===== src/rtl/memtest_pkg.sv =====
// Shared definitions for the memtest read-back path: PRBS16 step, default
// seed and the checker state encoding.
package memtest_pkg;

    localparam logic [15:0] DEFAULT_SEED = 16'hFFFF;

    typedef enum logic [1:0] {
        IDLE  = 2'd0,
        CHECK = 2'd1,
        DONE  = 2'd2
    } chk_state_t;

    // One step of the PRBS16 sequence used by both generator and checker.
    function automatic logic [15:0] prbs16(input logic [15:0] s);
        return {s[14:0], s[15] ^ s[14] ^ s[12] ^ s[3]};
    endfunction

endpackage


===== src/rtl/memtest_check_if.sv =====
// Bundle of control, read-data and status signals around memtest_check.
//
// Handshake: rd_valid qualifies data_in for exactly the cycle it is high;
// there is no ready, the checker accepts one beat per cycle unconditionally.
// start is a single-cycle pulse with the same sampling rule.
interface memtest_check_if
    import memtest_pkg::*;
#(
    parameter int CNT_W = 16,
    parameter int IDX_W = 7
);
    logic              start;
    logic              rd_valid;
    logic [31:0]       data_in;
    logic              busy;
    logic              done;
    logic              pass;
    logic [CNT_W-1:0]  err_count;
    logic [31:0]       err_mask;
    logic [IDX_W-1:0]  first_err_idx;
    logic              first_err_vld;
    logic [15:0]       exp_data;
    chk_state_t        state_dbg;

    modport master (
        output start, rd_valid, data_in,
        input  busy, done, pass, err_count, err_mask,
               first_err_idx, first_err_vld, exp_data, state_dbg
    );

    modport slave (
        input  start, rd_valid, data_in,
        output busy, done, pass, err_count, err_mask,
               first_err_idx, first_err_vld, exp_data, state_dbg
    );
endinterface


===== src/rtl/memtest_prbs.sv =====
// 16-bit PRBS LFSR with synchronous load-to-seed and advance controls.
// load has priority over advance.
module memtest_prbs
    import memtest_pkg::*;
#(
    parameter logic [15:0] SEED = DEFAULT_SEED
) (
    input  logic        clk,
    input  logic        rst,
    input  logic        load,
    input  logic        advance,
    output logic [15:0] q
);
    logic [15:0] q_q;
    logic [15:0] q_d;

    // Next LFSR value: reload, step, or hold.
    always_comb begin
        q_d = q_q;
        if (load) begin
            q_d = SEED;
        end else if (advance) begin
            q_d = prbs16(q_q);
        end
    end

    // LFSR register, seeded on reset.
    always_ff @(posedge clk or posedge rst) begin
        if (rst) begin
            q_q <= SEED;
        end else begin
            q_q <= q_d;
        end
    end

    assign q = q_q;
endmodule


===== src/rtl/memtest_check.sv =====
// Read-back checker: compares each read beat against {exp,exp} from a local
// PRBS16 and accumulates sticky error status over DEPTH*PASSES beats.
module memtest_check
    import memtest_pkg::*;
#(
    parameter logic [15:0] SEED   = DEFAULT_SEED,
    parameter int          DEPTH  = 32,
    parameter int          PASSES = 4,
    parameter int          CNT_W  = 16
) (
    input  logic            clk,
    input  logic            rst,
    memtest_check_if.slave  bus
);
    localparam int TOTAL  = DEPTH * PASSES;
    localparam int IDX_W  = (TOTAL  > 1) ? $clog2(TOTAL)  : 1;
    localparam int BEAT_W = (DEPTH  > 1) ? $clog2(DEPTH)  : 1;
    localparam int PASS_W = (PASSES > 1) ? $clog2(PASSES) : 1;

    localparam logic [BEAT_W-1:0] LAST_BEAT = BEAT_W'(DEPTH - 1);
    localparam logic [PASS_W-1:0] LAST_PASS = PASS_W'(PASSES - 1);

    chk_state_t        state_q, state_d;
    logic [BEAT_W-1:0] beat_q, beat_d;
    logic [PASS_W-1:0] pass_cnt_q, pass_cnt_d;
    logic [CNT_W-1:0]  err_count_q, err_count_d;
    logic [31:0]       err_mask_q, err_mask_d;
    logic [IDX_W-1:0]  first_idx_q, first_idx_d;
    logic              first_vld_q, first_vld_d;
    logic              busy_q, busy_d;
    logic              done_q, done_d;
    logic              pass_q, pass_d;

    logic              prbs_load;
    logic              prbs_advance;
    logic [15:0]       exp_val;
    logic [31:0]       diff;
    logic              mismatch;
    logic [31:0]       beat_idx;

    memtest_prbs #(.SEED(SEED)) u_prbs (
        .clk     (clk),
        .rst     (rst),
        .load    (prbs_load),
        .advance (prbs_advance),
        .q       (exp_val)
    );

    assign diff     = bus.data_in ^ {exp_val, exp_val};
    assign mismatch = |diff;
    assign beat_idx = 32'(pass_cnt_q) * 32'(DEPTH) + 32'(beat_q);

    // FSM next state plus counter, compare and capture updates.
    always_comb begin
        state_d      = state_q;
        beat_d       = beat_q;
        pass_cnt_d   = pass_cnt_q;
        err_count_d  = err_count_q;
        err_mask_d   = err_mask_q;
        first_idx_d  = first_idx_q;
        first_vld_d  = first_vld_q;
        busy_d       = busy_q;
        done_d       = done_q;
        pass_d       = pass_q;
        prbs_load    = 1'b0;
        prbs_advance = 1'b0;

        unique case (state_q)
            IDLE, DONE: begin
                // rd_valid is ignored here; start arms a fresh run.
                if (bus.start) begin
                    state_d     = CHECK;
                    prbs_load   = 1'b1;
                    beat_d      = '0;
                    pass_cnt_d  = '0;
                    err_count_d = '0;
                    err_mask_d  = '0;
                    first_idx_d = '0;
                    first_vld_d = 1'b0;
                    busy_d      = 1'b1;
                    done_d      = 1'b0;
                    pass_d      = 1'b0;
                end
            end
            CHECK: begin
                // start is ignored while a run is in progress.
                if (bus.rd_valid) begin
                    prbs_advance = 1'b1;
                    err_mask_d   = err_mask_q | diff;
                    if (mismatch) begin
                        if (err_count_q != '1) begin
                            err_count_d = err_count_q + 1'b1;
                        end
                        if (!first_vld_q) begin
                            first_idx_d = IDX_W'(beat_idx);
                            first_vld_d = 1'b1;
                        end
                    end
                    if (beat_q == LAST_BEAT) begin
                        beat_d = '0;
                        if (pass_cnt_q == LAST_PASS) begin
                            pass_cnt_d = '0;
                            state_d    = DONE;
                            busy_d     = 1'b0;
                            done_d     = 1'b1;
                            pass_d     = (err_count_d == '0);
                        end else begin
                            pass_cnt_d = pass_cnt_q + 1'b1;
                        end
                    end else begin
                        beat_d = beat_q + 1'b1;
                    end
                end
            end
            default: begin
                state_d = IDLE;
                busy_d  = 1'b0;
                done_d  = 1'b0;
                pass_d  = 1'b0;
            end
        endcase
    end

    // State and status registers; reset discards any partial run.
    always_ff @(posedge clk or posedge rst) begin
        if (rst) begin
            state_q     <= IDLE;
            beat_q      <= '0;
            pass_cnt_q  <= '0;
            err_count_q <= '0;
            err_mask_q  <= '0;
            first_idx_q <= '0;
            first_vld_q <= 1'b0;
            busy_q      <= 1'b0;
            done_q      <= 1'b0;
            pass_q      <= 1'b0;
        end else begin
            state_q     <= state_d;
            beat_q      <= beat_d;
            pass_cnt_q  <= pass_cnt_d;
            err_count_q <= err_count_d;
            err_mask_q  <= err_mask_d;
            first_idx_q <= first_idx_d;
            first_vld_q <= first_vld_d;
            busy_q      <= busy_d;
            done_q      <= done_d;
            pass_q      <= pass_d;
        end
    end

    assign bus.busy          = busy_q;
    assign bus.done          = done_q;
    assign bus.pass          = pass_q;
    assign bus.err_count     = err_count_q;
    assign bus.err_mask      = err_mask_q;
    assign bus.first_err_idx = first_idx_q;
    assign bus.first_err_vld = first_vld_q;
    assign bus.exp_data      = exp_val;
    assign bus.state_dbg     = state_q;
endmodule


===== src/flat_wrapper.sv =====
// flat-port wrapper written by rule: the top's interface ports become plain ports
module memtest_check_flat import memtest_pkg::*;
#(
    parameter logic [15:0] SEED   = DEFAULT_SEED,
    parameter int          DEPTH  = 32,
    parameter int          PASSES = 4,
    parameter int          CNT_W  = 16
)
  (clk, rst, bus_start, bus_rd_valid, bus_data_in, bus_busy, bus_done, bus_pass, bus_err_count, bus_err_mask, bus_first_err_idx, bus_first_err_vld, bus_exp_data, bus_state_dbg);
  memtest_check_if #(.CNT_W(CNT_W), .IDX_W(7)) bus_i ();
  input  logic clk;
  input  logic rst;
  input wire logic [$bits(bus_i.start)-1:0] bus_start;
  input wire logic [$bits(bus_i.rd_valid)-1:0] bus_rd_valid;
  input wire logic [$bits(bus_i.data_in)-1:0] bus_data_in;
  output wire logic [$bits(bus_i.busy)-1:0] bus_busy;
  output wire logic [$bits(bus_i.done)-1:0] bus_done;
  output wire logic [$bits(bus_i.pass)-1:0] bus_pass;
  output wire logic [$bits(bus_i.err_count)-1:0] bus_err_count;
  output wire logic [$bits(bus_i.err_mask)-1:0] bus_err_mask;
  output wire logic [$bits(bus_i.first_err_idx)-1:0] bus_first_err_idx;
  output wire logic [$bits(bus_i.first_err_vld)-1:0] bus_first_err_vld;
  output wire logic [$bits(bus_i.exp_data)-1:0] bus_exp_data;
  output wire logic [$bits(bus_i.state_dbg)-1:0] bus_state_dbg;
  assign bus_i.start = bus_start;
  assign bus_i.rd_valid = bus_rd_valid;
  assign bus_i.data_in = bus_data_in;
  assign bus_busy = bus_i.busy;
  assign bus_done = bus_i.done;
  assign bus_pass = bus_i.pass;
  assign bus_err_count = bus_i.err_count;
  assign bus_err_mask = bus_i.err_mask;
  assign bus_first_err_idx = bus_i.first_err_idx;
  assign bus_first_err_vld = bus_i.first_err_vld;
  assign bus_exp_data = bus_i.exp_data;
  assign bus_state_dbg = bus_i.state_dbg;
  memtest_check #(.SEED(SEED), .DEPTH(DEPTH), .PASSES(PASSES), .CNT_W(CNT_W)) u_core (.clk(clk), .rst(rst), .bus(bus_i));
endmodule

===== config.mk =====
export PLATFORM = sky130hd
export DESIGN_NAME = memtest_check_flat
export DESIGN_NICKNAME = d
export VERILOG_FILES = /design/src/rtl/memtest_pkg.sv /design/src/rtl/memtest_check_if.sv /design/src/rtl/memtest_prbs.sv /design/src/rtl/memtest_check.sv /design/src/flat_wrapper.sv
export SDC_FILE = /design/constraint.sdc
export NUM_CORES = 1
export LEC_CHECK = 0
export ABC_CLOCK_PERIOD_IN_PS = 5100
export BUFFER_PORTS_ARGS = -buffer_cell sky130_fd_sc_hd__buf_2
export CAP_MARGIN = 20
export CORE_AREA = 5 5 96 116
export CTS_CLUSTER_SIZE = 28
export DETAILED_ROUTE_END_ITERATION = 8
export DIE_AREA = 0 0 101 121
export GPL_ROUTABILITY_DRIVEN = 0
export GPL_TIMING_DRIVEN = 0
export PLACE_DENSITY = 0.66
export RECOVER_POWER = 25
export SETUP_SLACK_MARGIN = 0.2
export SLEW_MARGIN = 10
export SYNTH_ARGS = -nofsm -noshare
export SYNTH_HDL_FRONTEND = slang
export SYNTH_SLANG_ARGS = --single-unit

===== constraint.sdc =====
create_clock -name clk -period 5.1 [get_ports clk]
set_input_delay 1.02 -clock clk [delete_from_list [all_inputs] [get_ports clk]]
set_output_delay 1.02 -clock clk [all_outputs]
set_load 0.005 [all_outputs]

=== Word level (Yosys, flattened, before mapping) ===
Cells that the tools add are included.

* $add $sub $neg: 4
* Equal/unequal tests: 11
* Muxes and demuxes: 52
* Bitwise logic cells: 5
* Reduce and logical (&&, ||, !) cells: 11

{| class="wikitable"
|+ Operators by type and width
! cell !! number
|-
| 16-bit two-way mux || 8
|-
| 32-bit two-way mux || 2
|-
| 32-bit one-hot mux with 2 select lines || 1
|-
| 32-bit OR || 1
|-
| 16-bit one-hot mux with 2 select lines || 1
|-
| 32-bit OR reduction || 1
|-
| 32-bit XOR || 1
|-
| 7-bit two-way mux || 4
|-
| 1-bit two-way mux || 17
|-
| 16-bit by 1-bit adder with 16-bit output, second input constant || 1
|-
| 16-bit zero test || 1
|-
| 2-bit two-way mux || 8
|-
| 16-bit inequality test, second input constant || 1
|-
| 5-bit two-way mux || 3
|-
| 7-bit one-hot mux with 2 select lines || 1
|-
| 4-bit AND reduction || 3
|-
| 5-bit one-hot mux with 2 select lines || 1
|-
| 1-bit one-hot mux with 2 select lines || 4
|-
| 2-bit one-hot mux with 2 select lines || 2
|-
| 7-bit by 5-bit adder with 7-bit output || 1
|-
| 2-bit by 1-bit inequality test with 1-bit output, second input constant || 3
|-
| 2-bit inequality test, second input constant || 3
|-
| 5-bit by 1-bit adder with 5-bit output, second input constant || 1
|-
| 5-bit equality test, second input constant || 1
|-
| other kinds (9) || 13
|}

* Register bits after elaboration: 84
* Input port bits: 36
* Output and inout bits: 77
* Logic and storage cells: 94

=== Depth between registers and ports, before layout ===
* Depth in word-level cells: 10
* Depth in mapped cells: 10
* Gate-level depth less buffers: 9

=== Cells and area by module ===
Synthesis repeated with hierarchy kept, for this count alone.

* Cells, all modules: 463
* Area, all modules: 4300.4 um^2

{| class="wikitable"
|+ By module, submodules not included
! module !! times used !! cells an instance !! area an instance (um^2) !! sequential area each (um^2)
|-
| memtest_check || 1 || 407 || 3601.0 || 1676.6
|-
| memtest_prbs || 1 || 56 || 699.4 || 420.4
|}

=== Worst setup path before layout ===
Ideal clock, no wire load.

* Path type: input to register
* From: input bus_data_in[18]
* To: register u_core.pass_q, in the netlist u_core.bus.pass
* Library setup time: 76 ps
* Arrival: 3187 ps
* Required time: 5024 ps
* Setup slack: 1837 ps
* Stages on the path: 8
* Buffers on the path: 0
* Cells stage by stage: xor2_1 > or4_1 > nor4_1 > nor4b_4 > nor2b_2 > or3_1 > a2111o_1 > o21ai_1

* Word-level cells in the longest chain between the ends: 10

{| class="wikitable"
|+ Ends and longest elaborated chain
! item !! line !! text
|-
| from (decl) || flat_wrapper.sv:15 || <nowiki>input wire logic [$bits(bus_i.data_in)-1:0] bus_data_in;</nowiki>
|-
| 32-bit XOR || memtest_check.sv:49 || <nowiki>assign diff = bus.data_in ^ {exp_val, exp_val};</nowiki>
|-
| 32-bit OR reduction || memtest_check.sv:50 || <nowiki>assign mismatch = |diff;</nowiki>
|-
| 16-bit two-way mux || memtest_check.sv:90 || <nowiki>if (mismatch) begin</nowiki>
|-
| 16-bit two-way mux || memtest_check.sv:87 || <nowiki>if (bus.rd_valid) begin</nowiki>
|-
| 16-bit two-way mux || memtest_check.sv:68 || <nowiki>unique case (state_q)</nowiki>
|-
| 16-bit zero test || memtest_check.sv:106 || <nowiki>pass_d = (err_count_d == '0);</nowiki>
|-
| 1-bit two-way mux || memtest_check.sv:101 || <nowiki>if (pass_cnt_q == LAST_PASS) begin</nowiki>
|-
| 1-bit two-way mux || memtest_check.sv:99 || <nowiki>if (beat_q == LAST_BEAT) begin</nowiki>
|-
| 1-bit two-way mux || memtest_check.sv:87 ||
|-
| 1-bit one-hot mux with 2 select lines || memtest_check.sv:68 ||
|-
| to (signal assigned) || memtest_check.sv:147 || <nowiki>pass_q <= pass_d;</nowiki>
|-
| to (decl) || memtest_check.sv:32 || <nowiki>logic pass_q, pass_d;</nowiki>
|}

No other way between the ends. The select of a mux whose other input is x is not followed.
A chain may end at the register's enable or synchronous reset.

=== Worst setup path after layout ===
* From: input bus_data_in[0]
* To: register u_core.pass_q, in the netlist u_core.bus.pass

The elaborated chain is that of the path after synthesis.

==> metrics.yaml <==
status: "finished, final reports clean"
synth_edf_count: 0
portBuffers: 112
rows: 40
start_kind: "input port"
final_area_mm2: 0.005195
p_leak_nw: 2.436
grt_max_degree: 57
setup_tns_ps: 0
combPwrFrac: 0.270
cts_buffers: 9
intPower_w: 0.001566
drc_errors: 0
synth_area_mm2: 0.004146
synth_nets: 491
synth_mux_area_frac: 0.02233
drt_iter0_drc: 136
register_area_mm2: 0.002097
cts_tree: "built"
diodes: 0
seq_power_share: 0.451
slew-limit-headroom: 0.1014
seq_area_frac_synth: 0.5057
cp_max_fo: 9
synth_simple_gate_area_frac: 0.2167
synth_compound_area_frac: 0.1388
grt_pass1_vias: 3703
final_cell_mix: "113 x buf_2, 73 x nand2_1, 67 x dfrtp_1"
cts_resized: 0
vias: 3759
gr-total-overflow: 0
avgViaCountPerCell: 5.324
core_mm2: 0.009859
yosys_warnings: 0
grt_usage: 0.1960
final_common_cell: "buf_2"
holdWs_ps: 474.0
die_h_um: 121
post-route-util: 0.5269
cap_violations: 0
path_clk_slew_ps: 60
antenna_found_initial: 0
pwr-share-clk: 0.278
first_pass_iters: 4
final.setup_skew_ps: 5.084
dieArea_mm2: 0.01222
detail-route-antenna-nets: 0
worstHoldPathType: "register to register"
synth_adder_area_share: 0.01207
clock-sinks: 83
cp.required_ps: 5370
nFillCells: 924
io_pins: 113
cts-root-buf: "clkbuf_16"
worstSkewPairLatency_ps: 340
synth_top_flop_cell: "dfrtp_1"
synth-xor-area-share: 0.08238
synthCells: 451
arrival_ps: 3710
path_class: "input port to register"
power.density_mw_per_mm2: 457.2
htreeDepth: 3
async_reset_ff_frac: 1.000
rsz0062_at_grt: "no"
layout-drive-gt1-share: 0.2707
slew_viol_final: 0
worst_pin_slew_ps: 1341
cts_setup_buffers: 0
cts_hold_buf: 0
power.switching_fraction: 0.3406
die_x_um: 101
post-route-min-period_ps: 3434
cp-end-kind: "register"
p_sw_w: 0.0008089
clockBufferDepth: 2
period_share: 0.6733
drt-total-wl_um: 11480
multi_input_area_mm2: 0.001958
final_nets: 615
vdd_ir_drop_max_mv: 0.2252
wl_per_cell_um: 16.26
syn_to_final_growth_pct: 25.29
grt_pass1_wl_um: 18750
fmax_mhz: 291.2
hold_viol: 0
synth.distinct_cells: 47
start_util: 0.4206
synth_top_family_by_area: "simple AND/OR/NAND/NOR gates"
avgSynthCellArea_um2: 9.194
ys_ff_latch: 83
placed_area_mm2: 0.004895
hpwlAfterDp_um: 8567
setup_viol: 0
==> synthesized netlist by cell type (all sizes together) (7+ instances only) <==
cell type | instances | share of area
nor3 | 8 | 0.0097
nor2 | 50 | 0.045
xor2 | 33 | 0.070
dfstp | 16 | 0.10
mux2i | 7 | 0.017
nand3 | 20 | 0.024
and3 | 7 | 0.011
a21oi | 37 | 0.045
nand2 | 73 | 0.066
dfrtp | 67 | 0.40
clkbuf | 19 | 0.017
o21ai | 40 | 0.048
==> power by group through the flow <==
stage	Combinational, W	Sequential [W]	Clock, W
floorplan	0.000351	0.00105	0
global placement	0.000632	0.00108	0
detailed placement	0.000650	0.00108	0
CTS	0.000655	0.00107	0.000669
global route	0.000735	0.00110	0.000705
finish	0.000642	0.00107	0.000661
==> final timing paths <==
path	to	slack, ps	from	depth (start not counted)
worst max register to register	u_core.bus.pass$_DFFE_PP0P_	1680	u_core.u_prbs.q[12]$_DFFE_PP1P_	9
min in group asynchronous	u_core.bus.err_mask[10]$_DFFE_PP0P_	970	rst	2
max in group asynchronous	u_core.u_prbs.q[8]$_DFFE_PP1P_	3270	rst	3
worst min register to register	u_core.bus.busy$_DFFE_PP0P_	470	u_core.bus.busy$_DFFE_PP0P_	2
worst max-delay path	u_core.bus.pass$_DFFE_PP0P_	1670	bus_data_in[0]	9
worst min-delay path	u_core.bus.busy$_DFFE_PP0P_	470	u_core.bus.busy$_DFFE_PP0P_	2
==> critical path, stage by stage <==
cell and delay [ps]:
buf_2 110, xor2_1 160, nor4_1 550, nand4_1 280
nor4b_4 660, nor2b_2 90, or3_1 320, a2111o_1 410
o21ai_1 110
==> sequential cells by signal, summed over array words and instances, names as in the netlist, 2 cells and up <==
signal	flops
u_core.bus.err_mask	32
u_core.beat_q	5
u_core.bus.err_count	16
u_core.u_prbs.q	16
u_core.pass_cnt_q	2
u_core.bus.first_err_idx	7
==> stage by stage <==
stage          worst slack [ps]  power [W]  instances
2_1_floorplan              1837   0.001404        451
3_3_place_gp              895.3   0.001708        689
3_5_place_dp               1261   0.001730        690
4_1_cts                    1611   0.002397        706
5_1_grt                    1498   0.002544        706
6_report                   1666   0.002375        706
==> layout make-up <==
type                    instances  share of cell area
clock buffers                   9             0.04335
multi-input cells             345              0.3769
plain buffers                  21             0.01614
clock inverters                 7             0.01469
repair buffers                113              0.1132
inverters                       2            0.001686
flip-flops and latches         83              0.4037
well taps                     126             0.03035
==> cells by family after synthesis <==
family,Yosys count
AND/OR/NAND/NOR,193
AO/OA/AOI/OAI,100
flip-flops,83
XOR/XNOR,39
buffers and inverters,23
multiplexers,9
adder cells (fa/ha/maj),4
==> per-layer routing <==
metal	track usage	up-vias	wire length, um
met5	0	-	0
met4	0.06318	0	230
met3	0.04600	19	878
met2	0.3180	125	5443
met1	0.2577	1798	4930
li1	-	1817	-
Power figures use the tool's default switching activity.
